==> src/rtl/clk_ratio_ctrl.sv <==
// clk_ratio_ctrl: arbitrates host/sweep requests to reprogram the clk_gen divider and waits out the settle window.
// Optional feature macro: CLK_RATIO_CTRL_LOCK_EN (adds acq_active, which holds off new grants).
module clk_ratio_ctrl #(
  parameter int unsigned SETTLE_CYCLES = 256,
  parameter logic [7:0]  RESET_RATIO   = 8'd4
) (
  input  logic       clk_in_0,
  input  logic       rst_n,
  // Handshake: a requester raises *_req with *_ratio stable and holds both until its
  // one-cycle *_ack; it must drop req the cycle after ack or it is served again.
  input  logic       h_req,
  input  logic [7:0] h_ratio,
  output logic       h_ack,
  input  logic       s_req,
  input  logic [7:0] s_ratio,
  output logic       s_ack,
`ifdef CLK_RATIO_CTRL_LOCK_EN
  input  logic       acq_active,
`endif
  output logic       gen_we,
  output logic [7:0] gen_cr,
  output logic [7:0] cur_ratio,
  output logic       busy,
  output logic       err,
  output logic [2:0] dbg_state
);

  localparam int unsigned    CW       = (SETTLE_CYCLES > 1) ? $clog2(SETTLE_CYCLES) : 1;
  localparam logic [CW-1:0]  CNT_LOAD = CW'(SETTLE_CYCLES - 1);
  localparam logic [CW-1:0]  CNT_ONE  = CW'(1);

  typedef enum logic [2:0] {
    ST_INIT   = 3'd0,
    ST_LOAD   = 3'd1,
    ST_SETTLE = 3'd2,
    ST_DONE   = 3'd3,
    ST_IDLE   = 3'd4
  } state_t;

  state_t          r_state;
  state_t          w_next;
  logic [CW-1:0]   r_cnt;
  logic            r_win;       // 0 = host, 1 = sweep
  logic [7:0]      r_ratio;
  logic            r_wr;
  logic            r_rej;
  logic            r_init;      // current operation is the post-reset load, never acked
  logic            r_ptr;       // round-robin preference: 0 = host, 1 = sweep
  logic [7:0]      r_gen_cr;
  logic [7:0]      r_cur_ratio;

  logic            w_block;
  logic            w_h_elig;
  logic            w_s_elig;
  logic            w_grant;
  logic            w_grant_s;
  logic [7:0]      w_sel_ratio;
  logic            w_invalid;
  logic            w_same;
  logic            w_write;

`ifdef CLK_RATIO_CTRL_LOCK_EN
  assign w_block = acq_active;
`else
  assign w_block = 1'b0;
`endif

  always_comb begin
    w_h_elig    = h_req & ~w_block;
    w_s_elig    = s_req & ~w_block;
    w_grant     = (r_state == ST_IDLE) & (w_h_elig | w_s_elig);
    w_grant_s   = w_s_elig & (~w_h_elig | r_ptr);
    w_sel_ratio = w_grant_s ? s_ratio : h_ratio;
    w_invalid   = w_sel_ratio[0] | (w_sel_ratio < 8'd2);
    w_same      = (w_sel_ratio == r_cur_ratio);
    w_write     = ~w_invalid & ~w_same;
  end

  always_comb begin
    w_next = r_state;
    case (r_state)
      ST_INIT:   w_next = ST_LOAD;
      ST_LOAD:   w_next = ST_SETTLE;
      ST_SETTLE: if (r_cnt == '0) w_next = ST_DONE;
      ST_DONE:   w_next = ST_IDLE;
      ST_IDLE:   if (w_grant) w_next = w_write ? ST_LOAD : ST_DONE;
      default:   w_next = ST_INIT;
    endcase
  end

  always_ff @(posedge clk_in_0 or negedge rst_n) begin
    if (!rst_n) r_state <= ST_INIT;
    else        r_state <= w_next;
  end

  always_ff @(posedge clk_in_0 or negedge rst_n) begin
    if (!rst_n) begin
      r_cnt       <= CNT_LOAD;
      r_win       <= 1'b0;
      r_ratio     <= RESET_RATIO;
      r_wr        <= 1'b1;
      r_rej       <= 1'b0;
      r_init      <= 1'b1;
      r_ptr       <= 1'b0;
      r_gen_cr    <= RESET_RATIO;
      r_cur_ratio <= RESET_RATIO;
    end else begin
      if (r_state == ST_LOAD)
        r_cnt <= CNT_LOAD;
      else if (r_state == ST_SETTLE)
        r_cnt <= r_cnt - CNT_ONE;

      if (w_grant) begin
        r_win   <= w_grant_s;
        r_ratio <= w_sel_ratio;
        r_rej   <= w_invalid;
        r_wr    <= w_write;
        r_init  <= 1'b0;
        r_ptr   <= ~w_grant_s;
        // gen_cr is presented with the strobe and then simply holds
        if (w_write) r_gen_cr <= w_sel_ratio;
      end

      if ((r_state == ST_DONE) && r_wr)
        r_cur_ratio <= r_ratio;
    end
  end

  always_comb begin
    gen_we    = (r_state == ST_LOAD);
    gen_cr    = r_gen_cr;
    cur_ratio = r_cur_ratio;
    busy      = (r_state != ST_IDLE);
    h_ack     = (r_state == ST_DONE) & ~r_init & ~r_win;
    s_ack     = (r_state == ST_DONE) & ~r_init &  r_win;
    err       = (r_state == ST_DONE) & r_rej;
    dbg_state = r_state;
  end

endmodule
==> config.mk <==
export PLATFORM = sky130hd
export DESIGN_NAME = clk_ratio_ctrl
export DESIGN_NICKNAME = d
export VERILOG_FILES = /design/src/rtl/clk_ratio_ctrl.sv
export SDC_FILE = /design/constraint.sdc
export NUM_CORES = 1
export LEC_CHECK = 0
export ABC_AREA = 1
export CAP_MARGIN = 20
export CORE_AREA = 4 4 57 85
export DETAILED_ROUTE_END_ITERATION = 6
export DIE_AREA = 0 0 61 89
export PLACE_DENSITY = 0.87
export SLEW_MARGIN = 40
export SYNTH_ARGS = -nofsm -noshare
export SYNTH_HDL_FRONTEND = slang
export SYNTH_SLANG_ARGS = --single-unit
export TNS_END_PERCENT = 10
==> constraint.sdc <==
create_clock -name clk_in_0 -period 3.36 [get_ports clk_in_0]
set_input_delay 0.672 -clock clk_in_0 [delete_from_list [all_inputs] [get_ports clk_in_0]]
set_output_delay 0.672 -clock clk_in_0 [all_outputs]
set_load 0.005 [all_outputs]
==> impl_metrics.py <==
metrics = {
    "status": {
        "outcome": "finished clean",
    },
    "hold_path": {
        "hold_path.class": "primary input to asynchronous set/reset pin",
    },
    "cts": {
        "cts_resized": 0,
        "clockRootBuffer": "clkbuf_8",
        "cts.htree.levels": 2,
        "cts_sinks": 40,
        "cts_inserted_buffers": 5,
        "post-cts-setup-buffer-count": 0,
        "clk-insertion-delay-late_ps": 290,
        "cts.clk_slew.worst_paths_ps": 80,
        "cts_tree": "yes",
        "postCtsHoldBufs": 0,
        "cts.path.max_buffers": 2,
    },
    "worst_setup_path": {
        "required_ps": 2690,
        "crit_family": "buffers and inverters",
        "arrival_ps": 2120,
        "critPathBufInv": 3,
        "critPathCaptureType": "output pin",
        "crit_path_frequent_cell": "inv_1",
        "crit_slowest_cell": "clkdlybuf4s50_1",
        "critPathKind": "flip-flop to output pin",
        "crit_path_start_kind": "flip-flop",
        "cp_max_fo": 5,
        "r2r_slack_ps": 1380,
        "max_stage_delay_ps": 500,
        "crit_path_cell_trace": "inv_1 > nor3_1 > inv_1 > or2_2 > nor2_1 > clkdlybuf4s50_1",
    },
    "layout": {
        "final_nets": 328,
        "syn2layout_area_growth_pct": 24.34,
        "final_common_cell": "nand2_1",
        "layout_common_cells": "nand2_1, clkdlybuf4s50_1, inv_1",
        "num_antenna_cells": 0,
        "drive_gt1_frac": 0.1922,
    },
    "drt": {
        "drtIter0Drc": 68,
        "ant_nets": 0,
        "vias": 1852,
        "drc_errors": 0,
        "wl_met1_mm": 1.974,
        "met2_length_mm": 2.487,
        "via_per_inst": 5.246,
        "wl_per_cell_um": 13.74,
        "drt_first_pass_iters": 4,
        "wl_met3_um": 247,
        "topRoutingLayerUsed": "met4",
        "totalWireLength_mm": 4.851,
    },
    "synth": {
        "yosysUniqueCellTypes": 33,
        "seq_area_frac_synth": 0.4656,
        "synth_top_area_cell": "dfrtp_1",
        "ys.flop_type": "dfrtp_1",
        "syn_area_per_cell_um2": 8.370,
        "synth-edff-count": 0,
        "yosysTopAreaCellShare": 0.3093,
        "synth_seq_cells": 40,
        "syn-num-nets": 283,
        "syn_inst": 261,
        "synth.area.top_cells": "dfrtp_1, dfstp_2, nand2_1",
        "async_reset_ff_frac": 1.000,
        "ys.warnings.count": 0,
        "synth_area_mm2": 0.002185,
    },
    "floorplanning": {
        "die_area_mm2": 0.005429,
        "start_util": 0.5281,
        "dieWidth_um": 61,
        "io-pin-count": 44,
        "coreArea_mm2": 0.004136,
        "die_y_um": 89,
        "rows": 29,
    },
    "timing": {
        "finalSetupViolCount": 0,
        "tightest_slew_ps": 496.6,
        "fmax_mhz": 358.4,
        "fin_crit_sh": 0.8305,
        "skew_ps": 11.68,
        "timing.hold.ws_ps": 344.0,
        "rsz0062_at_grt": "no",
        "fin_setup_tns_ps": 0,
        "relSlewSlack": 0.6690,
        "slew_viol_final": 0,
        "fin_crit_ps": 2790,
        "hold_viol_final": 0,
    },
    "global_route": {
        "grt_pass1_vias": 1815,
        "grt_usage": 0.1981,
        "grt_max_degree": 41,
        "grt_overflow": 0,
        "grt_first_pass_wirelength_mm": 8.031,
        "antenna_found_initial": 0,
    },
    "pwr": {
        "total_power_uw": 2119,
        "irDropWorstVdd_uv": 510.8,
        "powerDensity_mw_per_mm2": 780.0,
        "clockPowerShare": 0.157,
        "p_switching_uw": 797.4,
        "p_leak_uw": 0.001317,
        "p_int_uw": 1321,
        "pwr-share-comb": 0.439,
        "switching_share": 0.3763,
        "sequentialPowerShare": 0.404,
    },
    "place": {
        "portBuffers": 43,
        "place.gp.congestion": 0.8870,
        "dp_hpwl_mm": 3.682,
    },
    "flow_run": {
        "cap_viol_max_count": 0,
    },
}
-- worst paths after layout --
check,to,startpoint,cells after the start
max,s_ack,dbg_state[1],6
min,gen_cr[1],rst_n,1
max reg2reg,gen_cr[5],r_ptr,13
min reg2reg,r_init,r_init,2
max in group asynchronous,r_wr,rst_n,1
min in group clk_in_0,r_init,r_init,2
-- area by class of cell --
type	instances	area [um2]
clock buffer	6	82.58
fill	354	1420
inverter	38	142.6
timing repair buffer	44	435.4
clock inverter	2	10.01
sequential	40	1017
multi-input combinational	177	970.9
tap	46	57.56
-- state kept, by name, summed over array words and instances (netlist names) --
name       flops
cur_ratio      8
dbg_state      3
gen_cr         8
r_cnt          8
r_init         1
r_ptr          1
r_ratio        8
r_rej          1
r_win          1
r_wr           1
-- metal layers --
metal  up-vias  global-route usage
met5         -                   0
met4         0             0.09073
met3        13             0.03902
met2        49              0.3330
met1       871              0.2404
li1        919                   -
-- power groups by stage --
stage / sequential [uW] / combinational, uW / clock [uW]
finish: 856 / 929 / 333
global route: 877 / 1050 / 360
CTS: 855 / 944 / 336
detailed placement: 861 / 937 / 0
global placement: 856 / 907 / 0
floorplan: 840 / 553 / 0
-- Yosys cell counts, drive strengths merged, types with 2 or more instances --
master,count
a21oi,13
buf,5
dfrtp,27
dfstp,13
ha,2
inv,38
nand2,78
nand3,19
nand3b,7
nand4,2
nor2,21
nor3,5
o21ai,22
or2,3
-- logic make-up (layout without fill, tap and decap cells) --
| group | count (synthesis) | after routing | synth area share |
|---|---|---|---|
| AND/OR/NAND/NOR | 135 | 135 | 0.3133 |
| buffers and inverters | 44 | 90 | 0.08992 |
| flip-flops | 40 | 40 | 0.4656 |
| AO/OA/AOI/OAI | 39 | 39 | 0.1146 |
| adder cells (fa/ha/maj) | 2 | 2 | 0.01145 |
| multiplexers | 1 | 1 | 0.005154 |
-- per-stage QoR --
stage	instances	worst slack [ps]	instance area (um2)	utilization
after floorplan	261	1476	2185	-
after global placement	345	662.6	2621	0.6337
after detailed placement	345	615.7	2624	0.6343
after CTS	353	538.5	2716	0.6567
after global routing	353	367.2	2716	0.6567
final	353	569.7	2716	0.6567
Note: power is estimated with default switching activity, not from simulation.
